<file path="src/rtl/ram_op_enum.sv">
// Shared RAM-operation encodings and decode helpers for the hxd32 MEM stage.
package ram_op_enum;

    typedef enum logic [2:0] {
        DRAM_RD_B  = 3'b000,
        DRAM_RD_H  = 3'b001,
        DRAM_RD_W  = 3'b010,
        DRAM_RD_BU = 3'b100,
        DRAM_RD_HU = 3'b101
    } dram_rd_sel_e;

    function automatic logic rd_sel_legal(input logic [2:0] sel);
        case (sel)
            DRAM_RD_B, DRAM_RD_H, DRAM_RD_W, DRAM_RD_BU, DRAM_RD_HU: rd_sel_legal = 1'b1;
            default:                                                 rd_sel_legal = 1'b0;
        endcase
    endfunction

    // A load crosses a word when its last byte lands in the next word.
    function automatic logic rd_crosses(input logic [2:0] sel, input logic [1:0] off);
        case (sel)
            DRAM_RD_H, DRAM_RD_HU: rd_crosses = (off == 2'd3);
            DRAM_RD_W:             rd_crosses = (off != 2'd0);
            default:               rd_crosses = 1'b0;
        endcase
    endfunction

endpackage

</file>
<file path="src/rtl/load_extract.sv">
// Byte-lane extraction and sign/zero extension of a load from a {hi,lo} word pair.
module load_extract
    import ram_op_enum::*;
#(
    parameter int XLEN = 32
) (
    input  logic [2*XLEN-1:0] i_pair,
    input  logic [1:0]        i_offset,
    input  logic [2:0]        i_sel,
    output logic [XLEN-1:0]   o_result
);

    logic [XLEN-1:0] w_m;

    assign w_m = XLEN'(i_pair >> {i_offset, 3'b000});

    always_comb begin
        o_result = '0;
        case (i_sel)
            DRAM_RD_B:  o_result = {{(XLEN-8){w_m[7]}}, w_m[7:0]};
            DRAM_RD_BU: o_result = {{(XLEN-8){1'b0}}, w_m[7:0]};
            DRAM_RD_H:  o_result = {{(XLEN-16){w_m[15]}}, w_m[15:0]};
            DRAM_RD_HU: o_result = {{(XLEN-16){1'b0}}, w_m[15:0]};
            DRAM_RD_W:  o_result = w_m;
            default:    o_result = '0;
        endcase
    end

endmodule

</file>
<file path="src/rtl/dram_rd_unit.sv">
// MEM-stage load path: word reads over req/ack, split/merge of word-crossing loads,
// extended result returned with a one-cycle valid pulse.
module dram_rd_unit
    import ram_op_enum::*;
#(
    parameter int XLEN        = 32,
    parameter bit MISALIGN_EN = 1'b1
) (
    input  logic            clk_i,
    input  logic            rst_n_i,
    input  logic            dram_rd_en_i,
    input  logic [2:0]      dram_rd_sel_i,
    input  logic [XLEN-1:0] dram_rd_addr_i,
    output logic            dram_rd_busy_o,
    output logic            dram_rd_valid_o,
    output logic            dram_rd_err_o,
    output logic [XLEN-1:0] dram_rd_data_o,
    output logic            dram_req_o,
    output logic [XLEN-3:0] dram_addr_o,
    input  logic            dram_ack_i,
    input  logic [XLEN-1:0] dram_data_i
);

    if (XLEN != 32) begin : g_xlen_chk
        $error("dram_rd_unit: only XLEN=32 is supported");
    end

    typedef enum logic [1:0] {IDLE, RD_LO, RD_HI, RESP} state_e;

    state_e          r_state;
    logic [XLEN-1:0] r_addr;
    logic [2:0]      r_sel;
    logic            r_cross;
    logic [XLEN-1:0] r_lo;
    logic [XLEN-1:0] r_hi;
    logic            r_busy;
    logic            r_valid;
    logic            r_err;
    logic [XLEN-1:0] r_data;
    logic            r_req;
    logic [XLEN-3:0] r_waddr;

    logic            w_accept;
    logic            w_cross_in;
    logic            w_bad;
    logic [XLEN-1:0] w_lo;
    logic [XLEN-1:0] w_hi;
    logic [XLEN-1:0] w_result;

    assign w_accept   = dram_rd_en_i && (r_state == IDLE || r_state == RESP);
    assign w_cross_in = rd_crosses(dram_rd_sel_i, dram_rd_addr_i[1:0]);
    assign w_bad      = !rd_sel_legal(dram_rd_sel_i) || (w_cross_in && !MISALIGN_EN);

    // Feed the acked word straight into the extractor so the result registers on RESP entry.
    assign w_lo = (r_state == RD_LO) ? dram_data_i : r_lo;
    assign w_hi = (r_state == RD_HI) ? dram_data_i : r_hi;

    load_extract #(.XLEN(XLEN)) u_extract (
        .i_pair   ({w_hi, w_lo}),
        .i_offset (r_addr[1:0]),
        .i_sel    (r_sel),
        .o_result (w_result)
    );

    always_ff @(posedge clk_i or negedge rst_n_i) begin
        if (!rst_n_i) begin
            r_state <= IDLE;
            r_addr  <= '0;
            r_sel   <= '0;
            r_cross <= 1'b0;
            r_lo    <= '0;
            r_hi    <= '0;
            r_busy  <= 1'b0;
            r_valid <= 1'b0;
            r_err   <= 1'b0;
            r_data  <= '0;
            r_req   <= 1'b0;
            r_waddr <= '0;
        end else begin
            r_valid <= 1'b0;
            r_err   <= 1'b0;
            case (r_state)
                IDLE, RESP: begin
                    if (w_accept) begin
                        r_addr  <= dram_rd_addr_i;
                        r_sel   <= dram_rd_sel_i;
                        r_cross <= w_cross_in;
                        r_lo    <= '0;
                        r_hi    <= '0;
                        if (w_bad) begin
                            r_state <= RESP;
                            r_valid <= 1'b1;
                            r_err   <= 1'b1;
                            r_data  <= '0;
                        end else begin
                            r_state <= RD_LO;
                            r_req   <= 1'b1;
                            r_busy  <= 1'b1;
                            r_waddr <= dram_rd_addr_i[XLEN-1:2];
                        end
                    end else begin
                        r_state <= IDLE;
                    end
                end
                RD_LO: begin
                    if (dram_ack_i) begin
                        r_lo <= dram_data_i;
                        if (r_cross) begin
                            r_state <= RD_HI;
                            r_waddr <= r_waddr + 1'b1;
                        end else begin
                            r_state <= RESP;
                            r_req   <= 1'b0;
                            r_busy  <= 1'b0;
                            r_valid <= 1'b1;
                            r_data  <= w_result;
                        end
                    end
                end
                RD_HI: begin
                    if (dram_ack_i) begin
                        r_hi    <= dram_data_i;
                        r_state <= RESP;
                        r_req   <= 1'b0;
                        r_busy  <= 1'b0;
                        r_valid <= 1'b1;
                        r_data  <= w_result;
                    end
                end
                default: r_state <= IDLE;
            endcase
        end
    end

    assign dram_rd_busy_o  = r_busy;
    assign dram_rd_valid_o = r_valid;
    assign dram_rd_err_o   = r_err;
    assign dram_rd_data_o  = r_data;
    assign dram_req_o      = r_req;
    assign dram_addr_o     = r_waddr;

endmodule

</file>
<file path="config.mk">
export PLATFORM = sky130hd
export DESIGN_NAME = dram_rd_unit
export DESIGN_NICKNAME = d
export VERILOG_FILES = /design/src/rtl/ram_op_enum.sv /design/src/rtl/load_extract.sv /design/src/rtl/dram_rd_unit.sv
export SDC_FILE = /design/constraint.sdc
export NUM_CORES = 1
export LEC_CHECK = 0
export CORE_ASPECT_RATIO = 0.5
export CORE_MARGIN = 5
export CORE_UTILIZATION = 53
export CTS_BUF_LIST = sky130_fd_sc_hd__clkbuf_8 sky130_fd_sc_hd__clkbuf_16
export DETAILED_ROUTE_END_ITERATION = 16
export PLACE_DENSITY = 0.89
export SYNTH_ARGS = -nofsm -noshare
export SYNTH_HDL_FRONTEND = slang
export SYNTH_SLANG_ARGS = --single-unit
</file>
<file path="constraint.sdc">
create_clock -name clk_i -period 2.9 [get_ports clk_i]
set_input_delay 0.29 -clock clk_i [delete_from_list [all_inputs] [get_ports clk_i]]
set_output_delay 0.29 -clock clk_i [all_outputs]
set_load 0.01 [all_outputs]
</file>
# Word level (Yosys, flattened, before mapping)

Index checks and enable logic that the tools add are counted.
W data, S select, Z words.

Add/subtract/negate cells: 1
Eq/ne operators: 19
Shift-type cells: 1
Multiplexer cells: 39
Reductions and logical operators: 18

Operator list:

| operator                | count |
|---|---|
| $mux W32                | 9 |
| $pmux W32 S5            | 1 |
| $pmux W32 S2            | 2 |
| $mux W30                | 4 |
| $pmux W32 S3            | 1 |
| $shr A64 B5 Y32         | 1 |
| $pmux W30 S2            | 1 |
| $add A30 B1 Y30 const B | 1 |
| $reduce_and A5 Y1       | 3 |
| $ne A2 B2 Y1 const B    | 7 |
| $mux W1                 | 13 |
| $eq A3 B3 Y1 const B    | 4 |
| $mux W2                 | 4 |
| $eq A2 B2 Y1 const B    | 3 |
| $eq A3 B1 Y1 const B    | 2 |
| $eq A3 B2 Y1 const B    | 2 |
| $logic_not A3 Y1        | 2 |
| $pmux W1 S3             | 2 |
| $pmux W2 S3             | 1 |
| $reduce_and A3 Y1       | 2 |
| $reduce_bool A2 Y1      | 3 |
| $reduce_or A5 Y1        | 1 |
| $reduce_and A2 Y1       | 2 |
| $reduce_or A2 Y1        | 2 |
| 5 further kinds         | 5 |

Register bits: 137
Output and inout bits: 66
Logic and storage cells: 89

# Depth between registers and ports, before layout

Depth in word-level cells: 7
Depth in mapped cells: 10
Gate-level depth less buffers: 7

# Modules after synthesis

A second synthesis with hierarchy kept.

Cell total of the unflattened synthesis: 799
Area total of the unflattened synthesis: 7,833.8 um^2

Modules (own cells, without submodules):

| module       | instances | cells an instance | area each (um^2) |
|---|---|---|---|
| dram_rd_unit | 1         | 682               | 6,613.8 |
| load_extract | 1         | 117               | 1,219.9 |

# Worst setup path before layout

Ideal clock, no wire load.

Path kind: reg2reg
Start point: register r_state[0]
End point: register r_waddr[29], in the netlist dram_addr_o[29]
Library setup time: 0.120 ns
Arrival time: 2.135 ns
Required time: 2.780 ns
Slack: 0.645 ns
Cell stages (with the launch flop): 9
Path buffers: 2
Clock period less this slack: 2.255 ns
Path through: dfrtp_1 -> inv_1 -> ha_1 -> buf_4 -> nor2b_4 -> or4_1 -> buf_2 -> or3_1 -> a31o_1

Longest elaborated chain between the ends: 5
Elaborated cells between the ends (all ways): 13
Those cells by class: 6 x eq/ne; 1 x mux; 6 x reduce/logical

RTL lines:

| item                                             | RTL line                               | source |
|---|---|---|
| start, declared                                  | dram_rd_unit.sv:30                     | `state_e r_state;` |
| start signal, assigned                           | dram_rd_unit.sv:67                     | `r_state <= IDLE;` |
| start signal, assigned                           | dram_rd_unit.sv:91                     | `r_state <= RESP;` |
| start signal, assigned                           | dram_rd_unit.sv:96                     | `r_state <= RD_LO;` |
| $eq A2 B2 Y1 or $logic_not A2 Y1 (tied branches) | dram_rd_unit.sv:50, dram_rd_unit.sv:82 |  |
| $logic_or A1 B1 Y1                               | dram_rd_unit.sv:50                     | `assign w_accept = dram_rd_en_i && (r_state == IDLE \|\| r_state == RESP);` |
| $logic_and A1 B1 Y1                              | dram_rd_unit.sv:50                     |  |
| $ne A2 B2 Y1 (no source line)                    | n/a                                    |  |
| $reduce_and A5 Y1 (no source line)               | n/a                                    |  |
| end signal, assigned                             | dram_rd_unit.sv:99                     | `r_waddr <= dram_rd_addr_i[XLEN-1:2];` |
| end signal, assigned                             | dram_rd_unit.sv:110                    | `r_waddr <= r_waddr + 1'b1;` |
| end, declared                                    | dram_rd_unit.sv:41                     | `logic [XLEN-3:0] r_waddr;` |

Parallel ways exist; a longest one is shown, timed or not.
A chain may end at the register's enable or synchronous reset.

# Final worst setup path

Start point: register r_state[1]
End point: register r_data[21], in the netlist dram_rd_data_o[21]

Longest elaborated chain between the ends: 7
Elaborated cells between the ends (all ways): 21
Those cells by class: 8 x eq/ne; 1 x shift; 7 x mux; 5 x reduce/logical

RTL lines:

| item                                         | RTL line                                                   | source |
|---|---|---|
| $eq A2 B1 Y1 or $eq A2 B2 Y1 (tied branches) | dram_rd_unit.sv:55, dram_rd_unit.sv:82, dram_rd_unit.sv:56 |  |
| $mux W32, on equally long branches           | dram_rd_unit.sv:55, dram_rd_unit.sv:56                     |  |
| $shr A64 B5 Y32                              | load_extract.sv:15                                         | `assign w_m = XLEN'(i_pair >> {i_offset, 3'b000});` |
| $pmux W32 S5                                 | load_extract.sv:19                                         | `case (i_sel)` |
| $mux W32                                     | dram_rd_unit.sv:108                                        | `if (r_cross) begin` |
| $mux W32                                     | dram_rd_unit.sv:106                                        | `if (dram_ack_i) begin` |
| $pmux W32 S3                                 | dram_rd_unit.sv:82                                         | `case (r_state)` |
| end signal, assigned                         | dram_rd_unit.sv:116                                        | `r_data <= w_result;` |
| end signal, assigned                         | dram_rd_unit.sv:127                                        | `r_data <= w_result;` |
| end, declared                                | dram_rd_unit.sv:39                                         | `logic [XLEN-1:0] r_data;` |

Parallel ways exist; a longest one is shown, timed or not. The select of a mux whose other input is x is not followed.

==> impl_metrics.env <==
export IMPL_cp_required_ps=3160
export IMPL_worst_setup_path_type="register to register"
export IMPL_critical_path_top_delay_family="simple AND/OR/NAND/NOR gates"
export IMPL_cp_num_buf_inv=2
export IMPL_track_usage_pct=27.9
export IMPL_die_x_um=176
export IMPL_syn_inst=702
export IMPL_netlist_area_um2=7270
export IMPL_vias_per_cell=6.52
export IMPL_relSlewSlack_pct=49.2
export IMPL_met1_usage_pct=36.8
export IMPL_insertion_delay_ps=410
export IMPL_cts_setup_buffers=0
export IMPL_synth_area_leaders="dfrtp_1, mux4_2, nand2_1"
export IMPL_antenna_found_initial=0
export IMPL_syn_num_nets=776
export IMPL_synth_cell_type_count=52
export IMPL_io_pins=137
export IMPL_coreArea_um2=13500
export IMPL_critPathSlowestCell="and3_1"
export IMPL_skew_ps=9.53
export IMPL_syn_area_per_cell_um2=10.4
export IMPL_slowest_delay_ps=440
export IMPL_worst_pin_slew_ps=762
export IMPL_min_period_over_period_pct=86.7
export IMPL_final_nets=904
export IMPL_clk_pin_slew_ps=60
export IMPL_drv_slew=0
export IMPL_drtAntennaViolNets=0
export IMPL_cts_resized=0
export IMPL_start_kind="register"
export IMPL_rows=30
export IMPL_cts_buffers=17
export IMPL_worst_path_max_fanout=25
export IMPL_cts_root_buf="clkbuf_16"
export IMPL_yosysWarnings=0
export IMPL_drive_gt1_share_pct=14.6
export IMPL_fin_cells=1019
export IMPL_place_gp_congestion=0.889
export IMPL_synth_top_area_share_pct=44.4
export IMPL_setup_viol=0
export IMPL_dp_cells=986
export IMPL_met2_usage_pct=46.1
export IMPL_wire_per_inst_um=21.8
export IMPL_diodes=0
export IMPL_synth_yosys_seq_area_share_pct=44.4
export IMPL_rsz0062_at_grt="false"
export IMPL_arrival_ps=2770
export IMPL_busiest_layer="met2"
export IMPL_ys_async_sr_fraction_pct=100
export IMPL_cts_sinks=129
export IMPL_p_leak_nw=3.94
export IMPL_num_vias=6641
export IMPL_synth_flop_cell="dfrtp_1"
export IMPL_hold_viol=0
export IMPL_dieArea_um2=16300
export IMPL_die_h_um=92.8
export IMPL_portBuffers=136
export IMPL_start_util_pct=54.0
export IMPL_ir_drop_uv=684
export IMPL_grt_pass1_vias=6638
export IMPL_synth_edf_count=0
export IMPL_wl_mm=22.2
export IMPL_gr_total_overflow=0
export IMPL_rr_startpoint="r_state[1]"
export IMPL_reg2reg_slack_ps=390
export IMPL_cts_tree="built"
export IMPL_r2r_cells=8
export IMPL_tns_ps=0
export IMPL_dp_hpwl_mm=14.6
export IMPL_cp_end_kind="register"
export IMPL_cts_hold_buf=1
export IMPL_dr_pass1_iters=5
export IMPL_r2r_end="dram_rd_data_o[21]"
export IMPL_max_freq_mhz=398
export IMPL_path_cells="inv_1, ha_2, buf_4, nor2_1, a21o_1, and3_1, a22oi_1, nand3_1"
export IMPL_route_detailed_drc=0
export IMPL_period_needed_ps=2510
export IMPL_power_density_nw_per_um2=1220
export IMPL_clockBufferDepth=2
export IMPL_maxCapViolCount=0
export IMPL_grt_pass1_wl_mm=35.9
export IMPL_ys_ff_latch=129
export IMPL_hold_path_class="input port to async pin"
export IMPL_final_common_cell="clkdlybuf4s50_1"
export IMPL_final_cell_mix="clkdlybuf4s50_1, dfrtp_1, nand2_1, o21ai_0, mux4_2"
export IMPL_h_tree_depth=4
export IMPL_area_growth_syn_to_layout_pct=30.1
export IMPL_grt_max_degree=54
export IMPL_yosys_area_top_type="dfrtp_1"
export IMPL_grt_met3_usage_pct=7.26
export IMPL_drt_iter0_markers=773
export IMPL_status="finished clean"
## synthesized netlist by cell type (17+ instances only)
library cell	count
dfrtp_1	129
mux2i_1	35
clkbuf_1	34
nor2_1	17
a22oi_1	21
mux4_2	39
o22ai_1	17
a21oi_1	25
a22o_1	24
nand2_1	119
o21ai_0	64
nand3_1	34
## flip-flops by register name, summed over array words and instances, names as in the netlist
signal / count
dram_addr_o: 30
dram_rd_data_o: 32
dram_rd_err_o: 1
dram_rd_valid_o: 1
dram_req_o: 1
r_addr: 2
r_cross: 1
r_hi: 24
r_lo: 32
r_sel: 3
r_state: 2
## final cells by class
cell class | count | area [um2]
repair buffers | 161 | 1570
flip-flops and latches | 129 | 3230
inverters | 7 | 26.3
clock inverters | 12 | 134
well taps | 176 | 220
multi-input cells | 514 | 3810
clock buffers | 20 | 467
fillers | 909 | 4020
## cell families after synthesis
group	share of synthesized area (%)
buffers and inverters	3.42
adders and majority gates	0.516
and+or+nand+nor	16.4
DFF	44.4
muxes	19.1
AOI/OAI and AO/OA	16.2
## how the worst max path moves through the flow
| stage | startpoint | to | slack, ps | cells after the start |
|---|---|---|---|---|
| after global routing | r_state[1] | dram_rd_data_o[21] | 260 | 8 |
| after global placement | dram_rd_sel_i[0] | dram_addr_o[29] | 530 | 5 |
| after detailed placement | r_state[0] | dram_addr_o[29] | 450 | 6 |
| final | r_state[1] | dram_rd_data_o[21] | 390 | 8 |
| after CTS | r_state[1] | dram_rd_data_o[21] | 420 | 8 |
| after floorplan | r_state[0] | dram_addr_o[29] | 650 | 8 |
## stage by stage
step           hold slack (ps)  worst slack, ps  cell area (um2)  total power [mW]  utilization [%]
2_1_floorplan            -5.59              645             7270              7.06                -
3_3_place_gp               352              533             8850              8.87             65.7
3_5_place_dp               364              447             8850              9.15             65.7
4_1_cts                    462              423             9460              11.4             70.2
5_1_grt                    480              256             9460              12.2             70.2
6_report                   444              386             9460              11.5             70.2
## layer usage
| layer | vias up | part of all wire (%) |
|---|---|---|
| met4 | 0 | 2.1 |
| met1 | 3227 | 39 |
| met2 | 459 | 48 |
| met5 | - | 0 |
| li1 | 2902 | - |
| met3 | 53 | 11 |
## report_power, final
| group | internal [mW] | leakage, nW | switching [mW] |
|---|---|---|---|
| clock | 1.34 | 0.286 | 0.837 |
| combinational | 2.70 | 1.98 | 3.39 |
| sequential | 2.52 | 1.68 | 0.735 |
| total | 6.56 | 3.94 | 4.97 |
No activity file was read; power rests on OpenSTA's default activity.
